==> src/rtl/y86_pkg.sv <==
// rtl/y86_pkg.sv - shared Y86-64 status, icode, register and bubble constants
package y86_pkg;

  localparam logic [1:0] STAT_AOK = 2'd0;
  localparam logic [1:0] STAT_HLT = 2'd1;
  localparam logic [1:0] STAT_ADR = 2'd2;
  localparam logic [1:0] STAT_INS = 2'd3;

  localparam logic [3:0] I_HALT   = 4'h0;
  localparam logic [3:0] I_NOP    = 4'h1;
  localparam logic [3:0] I_RRMOVQ = 4'h2;
  localparam logic [3:0] I_IRMOVQ = 4'h3;
  localparam logic [3:0] I_RMMOVQ = 4'h4;
  localparam logic [3:0] I_MRMOVQ = 4'h5;
  localparam logic [3:0] I_OPQ    = 4'h6;
  localparam logic [3:0] I_JXX    = 4'h7;
  localparam logic [3:0] I_CALL   = 4'h8;
  localparam logic [3:0] I_RET    = 4'h9;
  localparam logic [3:0] I_PUSHQ  = 4'hA;
  localparam logic [3:0] I_POPQ   = 4'hB;

  localparam logic [3:0] RNONE = 4'hF;
  localparam logic [3:0] RRSP  = 4'h4;

  typedef struct packed {
    logic [1:0]  stat;
    logic [3:0]  icode;
    logic [63:0] val_e;
    logic [63:0] val_m;
    logic [3:0]  dst_e;
    logic [3:0]  dst_m;
  } w_reg_t;

  localparam w_reg_t W_BUBBLE = '{
    stat:  STAT_AOK,
    icode: I_NOP,
    val_e: 64'd0,
    val_m: 64'd0,
    dst_e: RNONE,
    dst_m: RNONE
  };

endpackage

==> src/rtl/regfile_15x64.sv <==
// rtl/regfile_15x64.sv - 15x64 register file, two write ports (port M wins), parallel reads
module regfile_15x64
  import y86_pkg::*;
#(
  parameter logic [63:0] RSP_INIT = 64'h0000_0000_0000_0200
) (
  input  logic        clk,
  input  logic        rst,
  input  logic        wr_en,
  input  logic [3:0]  dst_e,
  input  logic [63:0] val_e,
  input  logic [3:0]  dst_m,
  input  logic [63:0] val_m,
  output logic [63:0] reg_mem0,
  output logic [63:0] reg_mem1,
  output logic [63:0] reg_mem2,
  output logic [63:0] reg_mem3,
  output logic [63:0] reg_mem4,
  output logic [63:0] reg_mem5,
  output logic [63:0] reg_mem6,
  output logic [63:0] reg_mem7,
  output logic [63:0] reg_mem8,
  output logic [63:0] reg_mem9,
  output logic [63:0] reg_mem10,
  output logic [63:0] reg_mem11,
  output logic [63:0] reg_mem12,
  output logic [63:0] reg_mem13,
  output logic [63:0] reg_mem14
);

  logic [63:0] regs [15];

  // Index RNONE never matches a slot, so no explicit guard is needed
  always_ff @(posedge clk or posedge rst) begin
    if (rst) begin
      for (int i = 0; i < 15; i++)
        regs[i] <= (4'(i) == RRSP) ? RSP_INIT : 64'd0;
    end else if (wr_en) begin
      for (int i = 0; i < 15; i++) begin
        if (dst_m == 4'(i))
          regs[i] <= val_m;
        else if (dst_e == 4'(i))
          regs[i] <= val_e;
      end
    end
  end

  assign reg_mem0  = regs[0];
  assign reg_mem1  = regs[1];
  assign reg_mem2  = regs[2];
  assign reg_mem3  = regs[3];
  assign reg_mem4  = regs[4];
  assign reg_mem5  = regs[5];
  assign reg_mem6  = regs[6];
  assign reg_mem7  = regs[7];
  assign reg_mem8  = regs[8];
  assign reg_mem9  = regs[9];
  assign reg_mem10 = regs[10];
  assign reg_mem11 = regs[11];
  assign reg_mem12 = regs[12];
  assign reg_mem13 = regs[13];
  assign reg_mem14 = regs[14];

endmodule

==> src/rtl/writeback_stage.sv <==
// rtl/writeback_stage.sv - Y86-64 W pipeline register, halt tracking and register file commit
module writeback_stage
  import y86_pkg::*;
#(
  parameter logic [63:0] RSP_INIT = 64'h0000_0000_0000_0200
) (
  input  logic        clk,
  input  logic        rst,
  input  logic [1:0]  M_stat,
  input  logic [3:0]  M_icode,
  input  logic [63:0] M_valE,
  input  logic [63:0] M_valM,
  input  logic [3:0]  M_dstE,
  input  logic [3:0]  M_dstM,
  input  logic        W_stall,
  input  logic        W_bubble,
  output logic [1:0]  W_stat,
  output logic [3:0]  W_icode,
  output logic [63:0] W_valE,
  output logic [63:0] W_valM,
  output logic [3:0]  W_dstE,
  output logic [3:0]  W_dstM,
  output logic [63:0] reg_mem0,
  output logic [63:0] reg_mem1,
  output logic [63:0] reg_mem2,
  output logic [63:0] reg_mem3,
  output logic [63:0] reg_mem4,
  output logic [63:0] reg_mem5,
  output logic [63:0] reg_mem6,
  output logic [63:0] reg_mem7,
  output logic [63:0] reg_mem8,
  output logic [63:0] reg_mem9,
  output logic [63:0] reg_mem10,
  output logic [63:0] reg_mem11,
  output logic [63:0] reg_mem12,
  output logic [63:0] reg_mem13,
  output logic [63:0] reg_mem14,
  output logic        halted
);

  w_reg_t w_q;
  logic   wr_en;

  // Once halted the whole stage freezes; stall beats bubble
  always_ff @(posedge clk or posedge rst) begin
    if (rst)
      w_q <= W_BUBBLE;
    else if (!halted && !W_stall)
      w_q <= W_bubble ? W_BUBBLE
                      : '{stat: M_stat, icode: M_icode, val_e: M_valE,
                          val_m: M_valM, dst_e: M_dstE, dst_m: M_dstM};
  end

  always_ff @(posedge clk or posedge rst) begin
    if (rst)
      halted <= 1'b0;
    else if (w_q.stat != STAT_AOK)
      halted <= 1'b1;
  end

  // A stalled instruction keeps rewriting the same value, which is harmless
  assign wr_en = (w_q.stat == STAT_AOK) && !halted;

  assign W_stat  = w_q.stat;
  assign W_icode = w_q.icode;
  assign W_valE  = w_q.val_e;
  assign W_valM  = w_q.val_m;
  assign W_dstE  = w_q.dst_e;
  assign W_dstM  = w_q.dst_m;

  regfile_15x64 #(.RSP_INIT(RSP_INIT)) u_regfile (
    .clk      (clk),
    .rst      (rst),
    .wr_en    (wr_en),
    .dst_e    (w_q.dst_e),
    .val_e    (w_q.val_e),
    .dst_m    (w_q.dst_m),
    .val_m    (w_q.val_m),
    .reg_mem0 (reg_mem0),
    .reg_mem1 (reg_mem1),
    .reg_mem2 (reg_mem2),
    .reg_mem3 (reg_mem3),
    .reg_mem4 (reg_mem4),
    .reg_mem5 (reg_mem5),
    .reg_mem6 (reg_mem6),
    .reg_mem7 (reg_mem7),
    .reg_mem8 (reg_mem8),
    .reg_mem9 (reg_mem9),
    .reg_mem10(reg_mem10),
    .reg_mem11(reg_mem11),
    .reg_mem12(reg_mem12),
    .reg_mem13(reg_mem13),
    .reg_mem14(reg_mem14)
  );

endmodule
==> config.mk <==
export PLATFORM = sky130hd
export DESIGN_NAME = writeback_stage
export DESIGN_NICKNAME = d
export VERILOG_FILES = /design/src/rtl/y86_pkg.sv /design/src/rtl/regfile_15x64.sv /design/src/rtl/writeback_stage.sv
export SDC_FILE = /design/constraint.sdc
export NUM_CORES = 2
export LEC_CHECK = 0
export ABC_AREA = 1
export CAP_MARGIN = 5
export CELL_PAD_IN_SITES_DETAIL_PLACEMENT = 0
export CELL_PAD_IN_SITES_GLOBAL_PLACEMENT = 1
export CORE_AREA = 2 2 490 492
export CTS_CLUSTER_DIAMETER = 30
export CTS_CLUSTER_SIZE = 10
export DETAILED_ROUTE_END_ITERATION = 16
export DIE_AREA = 0 0 492 494
export PLACE_DENSITY = 0.67
export SLEW_MARGIN = 20
export SYNTH_ARGS = -nofsm -noshare
export SYNTH_HDL_FRONTEND = slang
export SYNTH_SLANG_ARGS = --single-unit
export TNS_END_PERCENT = 1
==> constraint.sdc <==
create_clock -name clk -period 63.8 [get_ports clk]
set_input_delay 12.76 -clock clk [delete_from_list [all_inputs] [get_ports clk]]
set_output_delay 12.76 -clock clk [all_outputs]
set_load 0.01 [all_outputs]
Word level (Yosys, flattened, before mapping):

Cells that the tools add are included.

* eq/ne operators: 28
* mux-type cells: 31
* reductions and logical operators: 38

Operators with widths (number)
* $mux W64: 30
* $mux W142: 1
* $eq A4 B4 Y1 const B: 14
* $eq A4 B3 Y1 const B: 8
* $reduce_bool A2 Y1: 16
* $reduce_and A2 Y1: 15
* $eq A4 B2 Y1 const B: 4
* $eq A4 B1 Y1 const B: 2
* $logic_not A4 Y1: 2
* $logic_and A1 B1 Y1: 2
* $logic_not A1 Y1: 2
* $logic_not A2 Y1: 1

* register bits after elaboration: 1103
* bits of input ports: 146
* output and inout bits: 1103

Longest topological paths before layout:

* depth in word-level cells: 3
* gate-level depth with buffers: 9

Cells and area by module:

A second synthesis with hierarchy kept.

* cells, all modules: 8429
* area, all modules: 57894.3 µm²

By module, submodules not included
* regfile_15x64: times used 1, cells an instance 7523, area each 51355.5 µm², sequential area each 24024.3 µm²
* writeback_stage: times used 1, cells an instance 906, area each 6538.8 µm², sequential area each 3589.7 µm²

Worst setup path before layout:

No wires, ideal clock.

* path type: input -> register
* from: input port W_bubble
* to: register w_q, in the netlist W_valM[0]
* setup time: 0.066 ns
* arrival: 13.740 ns
* required time: 63.734 ns
* setup slack: 49.993 ns
* cell stages on the path: 6
* cells stage by stage: clkbuf_1 -> inv_2 -> clkbuf_1 -> clkbuf_1 -> nand3_1 -> nand2_1

* cells in the longest elaborated chain, start to end: 1

Ends and longest elaborated chain
* start, declared: line writeback_stage.sv:16 `input logic W_bubble,`
* $mux W142: line writeback_stage.sv:49 `w_q <= W_bubble ? W_BUBBLE`
* end signal, assigned: line writeback_stage.sv:49
* end, declared: line writeback_stage.sv:41 `w_reg_t w_q;`

No other way between the ends.
A chain may end at the register's enable or synchronous reset.

==> impl_metrics.toml <==
[status]
status = "completed"

[power]
peakVddDrop_uv = 25.41
power.total_mw = 2.759
p_per_area_nw_per_um2 = 33.16
leakage_nw = 43.41

[critical_path]
cp_data_arrival_time_ns = 17.67
path_cells = "clkdlybuf4s50_1, inv_8, buf_4, buf_4, buf_4, buf_4, buf_4"
end_kind = "async pin"
cp_max_fo = 69
crit_path_max_incr_delay_ns = 0.78
path_class = "in -> async"
cp.required_ns = 64.70
cpMostUsedCell = "buf_4"
startpoint_type = "input port"
crit_slowest_cell = "buf_4"

[die]
dieArea_sq_um = 243000
die_h_microns = 494
io_pins = 1249
chipWidth_microns = 492
start_util = 0.2427
num_rows = 179
core_sq_um = 237400

[synth]
synthCells = 8276
synth-edff-count = 0
syn-cell-area_sq_um = 57630
yosys.cell_count.top_type = "nand2_1"
synthesis.nets = 8422
yosysWarnings = 0
avgSynthCellArea_sq_um = 6.963
async_flop_share = 1.000
synth_cell_types = 17
synthTopCellsByCount = "4,278 x nand2_1, 1,797 x nand3_1, 1,093 x dfrtp_1"
ys_seq_elements = 1103
ys_top_cells_by_area = "dfrtp_1 47%, nand2_1 28%, nand3_1 16%"
ys.flop_type = "dfrtp_1"
yosysTopAreaCell = "dfrtp_1"
synth_top_area_frac = 0.4746
ys_seq_area_frac = 0.4792

[cells_and_area]
multiInputGateArea_sq_um = 26390
nFillCells = 24670
fin_nets = 9287
syn_to_final_growth_pct = 44.40
layout-drive-gt1-share = 0.08371
regArea_sq_um = 27620

[timing]
rsz0062_at_grt = "false"
setup-violations-final = 0
fmax_mhz = 59.61
drv_slew = 0
fin_skew_ns = 0.1228
max-slew-margin-rel = 0.1634
period_share = 0.2629
fin_setup_tns_ns = 0
finalCriticalPeriod_ns = 16.78
finalHoldViolCount = 0
worst_slew_pin_slew_ns = 1.255

[drt]
firstDrtPassIters = 9
drc_errors = 0
detail_route.wl_per_cell_microns = 28.57
routed_wl_microns = 358900
vias = 64430
drtIter0Drc = 7271
vias_per_cell = 5.129
ant_nets = 0

[flow_run]
cap_viol_max_count = 0

[clocking]
postCtsHoldBufs = 0
clkTransAtPathRegs_ns = 0.04
ctsResizeCount = 0
cts_setup_buffers = 0
clock-root-buffer = "clkbuf_16"
cts_tree = "built"
htreeDepth = 5
numCtsBuffers = 335
cts_num_sinks = 1103
clockBufferDepth = 4
worstSkewPairLatency_ns = 0.99

[placed_design]
gp_congestion = 0.8614
dp_hpwl_microns = 223500
port_buffers = 1248

[hold_path]
min_path_type = "reg -> reg"

[grt]
antenna_found_initial = 11
track_usage = 0.2838
grt_start_max_net_pins = 181
gr-total-overflow = 0
grt_pass1_wl_microns = 494300
grt_pass1_vias = 61990
cell families (layout without fill, tap and decap cells):
logic type	after synthesis	in the layout	synth area share
simple gates	6091	6091	0.4367
buf+inv	921	2035	0.07017
other cells	0	6	0
flops	1103	1103	0.4792
compound gates	161	161	0.01398
placed cells by master, fill, tap and decap left out:
| cell | count |
|---|---|
| inv_1 | 15 |
| dfstp_2 | 10 |
| o21ai_4 | 11 |
| buf_4 | 172 |
| clkinvlp_4 | 21 |
| inv_4 | 2 |
| dfrtp_4 | 1 |
| clkbuf_16 | 340 |
| dfrtp_2 | 1 |
| o21ai_0 | 149 |
| nor2_1 | 2 |
| buf_6 | 5 |
| inv_8 | 1 |
| nand2_4 | 34 |
| nor2_4 | 12 |
| buf_12 | 6 |
| bufinv_16 | 28 |
| nand3_1 | 1797 |
| clkinv_2 | 56 |
| inv_6 | 2 |
| clkbuf_1 | 56 |
| clkinv_16 | 2 |
| diode_2 | 6 |
| clkdlybuf4s50_1 | 1247 |
| clkinv_8 | 5 |
| nand2_1 | 4246 |
| inv_16 | 2 |
| dfrtp_1 | 1091 |
| clkbuf_8 | 70 |
| a21oi_1 | 1 |
| clkinv_4 | 5 |
critical path: cells and delay by family:
family / cells / cell delay (ns)
buf+inv: 7 / 4.58
sequential cells by signal (all words and copies together) (netlist names), 2 cells and up:
name	cells
W_valM	64
W_valE	64
u_regfile.reg_mem9	64
u_regfile.reg_mem13	64
W_stat	2
u_regfile.reg_mem0	64
u_regfile.reg_mem1	64
u_regfile.reg_mem7	64
u_regfile.reg_mem6	64
u_regfile.reg_mem4	64
u_regfile.reg_mem2	64
u_regfile.reg_mem8	64
u_regfile.reg_mem11	64
W_dstE	4
W_icode	4
W_dstM	4
u_regfile.reg_mem5	64
u_regfile.reg_mem10	64
u_regfile.reg_mem14	64
u_regfile.reg_mem3	64
u_regfile.reg_mem12	64
area by class of cell:
cell class / count / share of cell area
multi-input combinational: 6252 / 0.3171
clock buffer: 466 / 0.1163
sequential: 1103 / 0.3319
tap: 3167 / 0.04762
antenna: 6 / 0.0001804
clock inverter: 120 / 0.01818
timing repair buffer: 1430 / 0.1676
inverter: 19 / 0.001068
where the power goes:
part           leakage (nW)  switching [mW]  internal [mW]  total [mW]
Sequential             15.3          0.0400          0.716       0.756
Clock                  5.48           0.502           1.15        1.66
Combinational          22.7           0.266         0.0806       0.347
Total                  43.4           0.808           1.95        2.76
worst paths after layout:
path                                   startpoint                      end  slack (ns)  cells past startpoint
max                                           rst  u_regfile.reg_mem12[18]       47.02                      7
min                        u_regfile.reg_mem0[23]   u_regfile.reg_mem0[23]        0.47                      2
max reg2reg                                halted   u_regfile.reg_mem9[19]       58.56                      7
min reg2reg                u_regfile.reg_mem0[23]   u_regfile.reg_mem0[23]        0.47                      2
max in group clk                       W_valM[58]               W_valM[58]       48.21                      1
min in group asynchronous                     rst   u_regfile.reg_mem2[57]       12.22                      2
stage by stage:
step	instances	instance area [sq um]	util	setup WS [ns]	hold WS [ns]
6_report	12560	83220	0.3505	47.02	0.4671
2_1_floorplan	8276	57630	-	20.00	0.4728
3_5_place_dp	11970	72000	0.3033	45.99	0.4576
3_3_place_gp	11970	71990	0.3032	46.04	0.4555
5_1_grt	12560	83200	0.3505	46.48	0.4871
4_1_cts	12560	83200	0.3504	46.94	0.4676
routing by layer:
layer / wire length [microns] / GRT usage / up-vias
li1: - / - / 28020
met3: 37000 / 0.07826 / 832
met5: 31 / 0 / -
met4: 20160 / 0.1461 / 4
met1: 142200 / 0.3590 / 31360
met2: 159500 / 0.4418 / 4218
Power figures use the tool's default switching activity.
